`config.mk`:
```
export PLATFORM = sky130hd
export DESIGN_NAME = oam_dma_ctrl
export DESIGN_NICKNAME = d
export VERILOG_FILES = /design/src/rtl/nes_bus_pkg.sv /design/src/rtl/oam_dma_ctrl.sv
export SDC_FILE = /design/constraint.sdc
export NUM_CORES = 1
export LEC_CHECK = 0
export CAP_MARGIN = 0
export CORE_MARGIN = 4
export CORE_UTILIZATION = 25
export CTS_BUF_LIST = sky130_fd_sc_hd__clkbuf_8
export CTS_CLUSTER_DIAMETER = 200
export DETAILED_ROUTE_END_ITERATION = 7
export SLEW_MARGIN = 15
export SYNTH_ARGS = -nofsm -noshare
export SYNTH_HDL_FRONTEND = slang
export SYNTH_SLANG_ARGS = --single-unit
export TNS_END_PERCENT = 50
```
`constraint.sdc`:
```
create_clock -name Clk -period 1.79 [get_ports Clk]
set_clock_uncertainty 0.05 [all_clocks]
set_input_delay 0.2685 -clock Clk [delete_from_list [all_inputs] [get_ports Clk]]
set_output_delay 0.2685 -clock Clk [all_outputs]
set_load 0.1 [all_outputs]
```
`src/rtl/nes_bus_pkg.sv`:
```
// nes_bus_pkg: shared NES bus types and constants for the sprite DMA path.
package nes_bus_pkg;
   typedef enum logic [2:0] {IDLE, HALT, ALIGN, READ, WRITE} dma_state_t;
   localparam logic [15:0] OAMDMA_ADDR = 16'h4014;
   localparam int OAM_SIZE = 256;
endpackage

```
`src/rtl/oam_dma_ctrl.sv`:
```
// oam_dma_ctrl: 2A03 sprite DMA, halts the CPU and copies page $XX00-$XXFF into PPU OAM.
// OAM_DMA_PARITY_EN adds the odd-cycle ALIGN stall; undefined gives a fixed 513-cycle hijack.
module oam_dma_ctrl
   import nes_bus_pkg::*;
#(
   parameter logic [15:0] DMA_REG_ADDR = OAMDMA_ADDR,
   parameter int XFER_LEN = OAM_SIZE
) (
   input  logic        Clk,
   input  logic        Res_n,
   input  logic [15:0] cpu_addr,
   input  logic        cpu_rw_n,
   input  logic [7:0]  cpu_do,
   input  logic [7:0]  bus_din,
   input  logic [7:0]  oam_base,
   output logic        dma_active,
   output logic [15:0] dma_addr,
   output logic        dma_rw_n,
   output logic        oam_we,
   output logic [7:0]  oam_addr,
   output logic [7:0]  oam_wdata,
   output logic        dma_done
);
   localparam logic [7:0] LAST = 8'(XFER_LEN - 1);
   dma_state_t state;
   logic [7:0] page, base, index;
`ifdef OAM_DMA_PARITY_EN
   logic parity;
`endif
   assign dma_rw_n = 1'b1;
   always_ff @(posedge Clk or negedge Res_n) begin
      if (!Res_n) begin
         state      <= IDLE;
         page       <= 8'h00;
         base       <= 8'h00;
         index      <= 8'h00;
         dma_active <= 1'b0;
         dma_addr   <= 16'h0000;
         oam_we     <= 1'b0;
         oam_addr   <= 8'h00;
         oam_wdata  <= 8'h00;
         dma_done   <= 1'b0;
`ifdef OAM_DMA_PARITY_EN
         parity     <= 1'b0;
`endif
      end else begin
`ifdef OAM_DMA_PARITY_EN
         parity <= ~parity;
`endif
         oam_we   <= 1'b0;
         dma_done <= 1'b0;
         case (state)
            IDLE:
               if (!cpu_rw_n && cpu_addr == DMA_REG_ADDR) begin
                  page       <= cpu_do;
                  base       <= oam_base;
                  index      <= 8'h00;
                  dma_active <= 1'b1;
                  state      <= HALT;
               end
            HALT: begin
`ifdef OAM_DMA_PARITY_EN
               // An odd cycle costs one extra dummy read before the first real one
               if (parity) state <= ALIGN;
               else begin
                  state    <= READ;
                  dma_addr <= {page, index};
               end
`else
               state    <= READ;
               dma_addr <= {page, index};
`endif
            end
            ALIGN: begin
               state    <= READ;
               dma_addr <= {page, index};
            end
            READ: begin
               state     <= WRITE;
               oam_we    <= 1'b1;
               oam_addr  <= base + index;
               oam_wdata <= bus_din;
            end
            WRITE:
               if (index == LAST) begin
                  state      <= IDLE;
                  dma_active <= 1'b0;
                  dma_done   <= 1'b1;
               end else begin
                  index    <= index + 8'd1;
                  dma_addr <= {page, index + 8'd1};
                  state    <= READ;
               end
            default: state <= IDLE;
         endcase
      end
   end
endmodule

```
---- Word level (Yosys, flattened, before mapping) ----
Index checks and enable logic that the tools add are counted.
operators by class
  add/sub/neg operators ................... 2
  multipliers ............................. 0
  div/mod/pow operators ................... 0
  magnitude comparators ................... 0
  eq/ne operators ......................... 9
  shift operators ......................... 0
  mux-type cells .......................... 14
  bitwise logic cells ..................... 0
  reductions and logical operators ........ 10
operators with widths
  cell                                                               number
  16-bit one-hot mux with 2 select lines                             1
  16-bit by 15-bit == test with 1-bit output, second input constant  1
  16-bit 2-to-1 mux                                                  1
  8-bit 2-to-1 mux                                                   2
  8-bit one-hot mux with 2 select lines                              1
  3-bit one-hot mux with 4 select lines                              1
  8-bit by 1-bit adder with 8-bit output, second input constant      1
  8-bit adder                                                        1
  8-bit == test, second input constant                               1
  3-bit by 2-bit == test with 1-bit output, second input constant    2
  2-bit != test, second input constant                               3
  3-bit AND reduction                                                2
  1-bit 2-to-1 mux                                                   5
  2-bit AND reduction                                                2
  2-bit nonzero test                                                 2
  3-bit by 1-bit == test with 1-bit output, second input constant    1
  3-bit == test, second input constant                               1
  3-bit logical NOT                                                  1
  3-bit 2-to-1 mux                                                   1
  2-bit 2-to-1 mux                                                   1
  1-bit one-hot mux with 2 select lines                              1
  2-bit OR reduction                                                 1
  1-bit logical AND                                                  1
  1-bit logical NOT                                                  1
word-level totals
  register bits after elaboration ......... 62
  bits in latches ......................... 0
  memory bits (writable) .................. 0
  ROM bits ................................ 0
  input bits .............................. 43
  word-level logic and storage cells ...... 45
  memories ................................ 0

---- Longest topological paths before layout ----
  word-level depth ........................ 4
  gate-level depth with buffers ........... 8
  depth with buffers taken out ............ 8

---- Worst setup path after synthesis ----
OpenSTA, ideal clock, no wires.
  kind .................................... in2reg
  start ................................... input port cpu_addr[10]
  end ..................................... register base[0]
  data arrival time ....................... 1.698 ns
  required time ........................... 1.615 ns
  setup slack ............................. -0.083 ns
  cell stages on the path ................. 6
  path buffers ............................ 2
  path through ............................ or4b_4 nor4_4 and2_1 buf_6 buf_12 mux2_4
between the ends
  cells in the longest elaborated chain, start to end .. 3
ends and longest elaborated chain
  element                                     line                text
  from (decl)                                 oam_dma_ctrl.sv:11  input logic [15:0] cpu_addr,
  16-bit by 15-bit == test with 1-bit output  oam_dma_ctrl.sv:54  if (!cpu_rw_n && cpu_addr == DMA_REG_ADDR) begin
  1-bit logical AND                           oam_dma_ctrl.sv:54
  2-bit AND reduction (no source line)        --
  to (signal assigned)                        oam_dma_ctrl.sv:56  base <= oam_base;
  to (decl)                                   oam_dma_ctrl.sv:26  logic [7:0] page, base, index;
No other way between the ends.
A chain may end at the register's enable or synchronous reset.

---- Worst setup path in the final report ----
  start ................................... register base[0]
  end ..................................... register oam_addr[6]
between the ends
  cells in the longest elaborated chain, start to end .. 1
ends and longest elaborated chain
  element               line                text
  8-bit adder           oam_dma_ctrl.sv:81  oam_addr <= base + index;
  to (signal assigned)  oam_dma_ctrl.sv:81
  to (decl)             oam_dma_ctrl.sv:20  output logic [7:0] oam_addr,
No other way between the ends.

==> out/qor.yml <==
combPwrFrac_pct: 57.7
violations: "negative setup slack"
p_seq_share_pct: 24.7
yosys-top-cells-count: "dfrtp_1 (62), nand2_1 (52), nor2_1 (18)"
cp.arrival_ns: 2.06
diodes: 0
p_per_area_mw_per_mm2: 1740
grt_pass1_wl_um: 12200
seq_area_frac_synth_pct: 52.2
avgSynthCellArea_sq_um: 10.8
design_area_sq_mm: 0.00479
fin_ws_ns: -0.0695
cts.sinks: 62
hold_slack_ns: 0.356
dpl.hpwl_um: 5390
r2r-end: "oam_addr[6]"
peakVddDrop_mv: 1.13
synth_edf_count: 0
synth_cell_types: 49
layout-drive-gt1-share_pct: 31.1
row_count: 39
dpl_cell_area_sq_mm: 0.00440
swShare_pct: 46.1
yosys_register_bits: 62
synth-main-ff-cell: "dfrtp_1"
synth_compound_area_share_pct: 10.2
p_leak_nw: 2.24
synth_top_family_by_area: "simple AND/OR/NAND/NOR gates"
slew_violations: 0
hold_viol_final: 0
grt_pass1_vias: 2425
synth_most_common_cell: "dfrtp_1"
crit_path_end_kind: "flop"
final_antenna_net_count: 0
portBuffers: 77
final_nets: 434
crit_path_start_kind: "flop"
gp_congestion: 0.781
switchingPower_w: 0.00384
setup_viol: 1
cts_tree: "built"
synth_top_area_cell: "dfrtp_1"
clock-root-buffer: "clkbuf_8"
clock_latency_ns: 0.34
syn_nets: 327
slew_headroom_pct: 66.1
rsz0062_at_grt: "yes"
vias: 2349
muxShareOfSynthArea_pct: 9.98
async_flop_share_pct: 100
netlist_area_sq_mm: 0.00297
reg2reg_depth: 8
synthXorXnorAreaFrac_pct: 3.54
dr.pass1.iters: 4
coreArea_sq_mm: 0.0115
netlist_instances: 274
ios: 79
syn_to_final_growth_pct: 61.1
intPower_w: 0.00448
wl_met3_um: 517
cap_violations: 0
initialDrtViolationCount: 51
initial_core_util_pct: 25.8
numCtsBuffers: 9
antenna_found_initial: 0
die_w_um: 117
power_w: 0.00833
cp_data_required_time_ns: 1.99
grt_start_max_net_pins: 47
timing.fmax_mhz: 538
track_usage_pct: 11.6
setup_tns_ns: -0.0695
status: "finished with violations"
drt_wl_total_um: 7600
die_h_um: 117
r2r-start: "base[0]"
synth_fa_ha_area_share_pct: 4.46
hp-class: "in2async"
clk_path_buf_depth: 2
fill_cells: 1099
path_max_fanout: 2
clk_pin_slew_ns: 0.07
fin_crit_sh_pct: 104
path_class: "reg2reg"
worst_pin_slew_ns: 0.508
synth_area_leaders: "dfrtp_1 (52%), nand2_1 (6.6%), mux2_4 (5.1%), mux2_2 (4.9%), ha_1 (3.8%)"
die_area_sq_mm: 0.0137
yosys.area.top_type_share_pct: 52.2
rrSetupSlack_ns: -0.07
dr_wl_met2_um: 3770
layout_min_cycle_time_ns: 1.86
power_frac_clock_pct: 17.6
wire_per_inst_um: 14.4
via_per_inst: 4.44
met1_length_um: 3200
routed.top_layer: "met4"
route.detailed.drc: 0
ys_warn_count: 0
yosys.area_share.simple_pct: 15.2
htree_num_levels: 3
grt_overflow_total: 0
-- critical path, cell delays in order (launching register included) --
cell     delay (ns)
dfrtp_1        0.39
ha_2           0.20
inv_2          0.05
fa_2           0.20
nor2b_1        0.05
o31a_1         0.26
o21a_1         0.19
o21a_1         0.18
o31ai_2        0.21
-- registers in the layout, summed over array words and instances, names as in the netlist --
signal      cells
base            8
dma_active      1
dma_addr       16
dma_done        1
index           8
oam_addr        8
oam_wdata       8
oam_we          1
page            8
state           3
-- routing by layer --
layer	GRT usage (%)	up-vias
met3	4.99	13
li1	-	1156
met5	0	-
met1	13.8	1120
met4	3.29	0
met2	19.1	60
-- logic make-up after synthesis --
family / Yosys count
other: 1
buffers and inverters: 22
adders and majority gates: 10
and+or+nand+nor: 96
AOI/OAI and AO/OA: 48
DFF: 62
xor gates and xnor gates: 12
muxes: 23
-- power groups by stage --
stage               Combinational, W  Sequential [W]  Clock (W)
global placement             0.00458         0.00207          0
global route                 0.00513         0.00210    0.00157
detailed placement           0.00462         0.00208          0
finish                       0.00480         0.00206    0.00146
floorplan                    0.00148         0.00353          0
CTS                          0.00469         0.00206    0.00150
-- cells in the final DEF (no fill, tap or decap), types with 3 or more instances in the layout --
| cell | n |
|---|---|
| clkdlybuf4s50_1 | 29 |
| a21o_1 | 3 |
| dlygate4sd2_1 | 6 |
| buf_4 | 24 |
| bufinv_16 | 3 |
| o21a_1 | 4 |
| xor2_1 | 5 |
| xnor2_1 | 7 |
| nor2_1 | 18 |
| dlymetal6s2s_1 | 4 |
| dfrtp_1 | 62 |
| nand3_1 | 4 |
| mux2_4 | 16 |
| nor3_1 | 4 |
| o22ai_1 | 5 |
| mux2_2 | 7 |
| nand2_1 | 52 |
| a21oi_1 | 10 |
| buf_12 | 37 |
| inv_1 | 9 |
| o21bai_1 | 3 |
| ha_1 | 7 |
| clkbuf_8 | 9 |
| o21ai_0 | 11 |
-- metrics by stage --
step / utilization [%] / setup slack (ns) / instances
after global routing: 41.6 / -0.119 / 529
after floorplan: - / -0.0830 / 274
after CTS: 41.1 / -0.0690 / 527
after detailed placement: 38.2 / -0.517 / 508
after global placement: 38.2 / -0.489 / 508
final: 41.6 / -0.0695 / 529
-- cell type report --
cell class	instances	area, sq um	area share, %
inverter	9	33.8	0.706
clock inverter	7	106	2.22
sequential	62	1550	32.4
timing repair buffer	107	1400	29.3
clock buffer	9	124	2.59
multi-input combinational	192	1390	29.1
tap	143	179	3.74
-- how the worst max path moves through the flow --
stage	startpoint	endpoint	slack [ns]	cells past startpoint
2_1_floorplan	cpu_addr[10]	base[0]	-0.08	6
3_3_place_gp	cpu_addr[10]	page[7]	-0.49	6
3_5_place_dp	cpu_addr[10]	page[6]	-0.52	6
4_1_cts	index[0]	oam_addr[6]	-0.07	8
5_1_grt	base[0]	oam_addr[6]	-0.12	8
6_report	base[0]	oam_addr[6]	-0.07	8
-- timing repair --
| item | 4_1_cts | 5_1_grt |
|---|---|---|
| hold endpoints to repair | 16 | 0 |
| setup endpoints to repair | 24 | 29 |
| pin swaps | 8 | 8 |
| hold buffers | 1 | 0 |
| resized for setup | 26 | 11 |
| setup buffers | 1 | 0 |
| gates cloned | 1 | 2 |
Power figures use the tool's default switching activity.
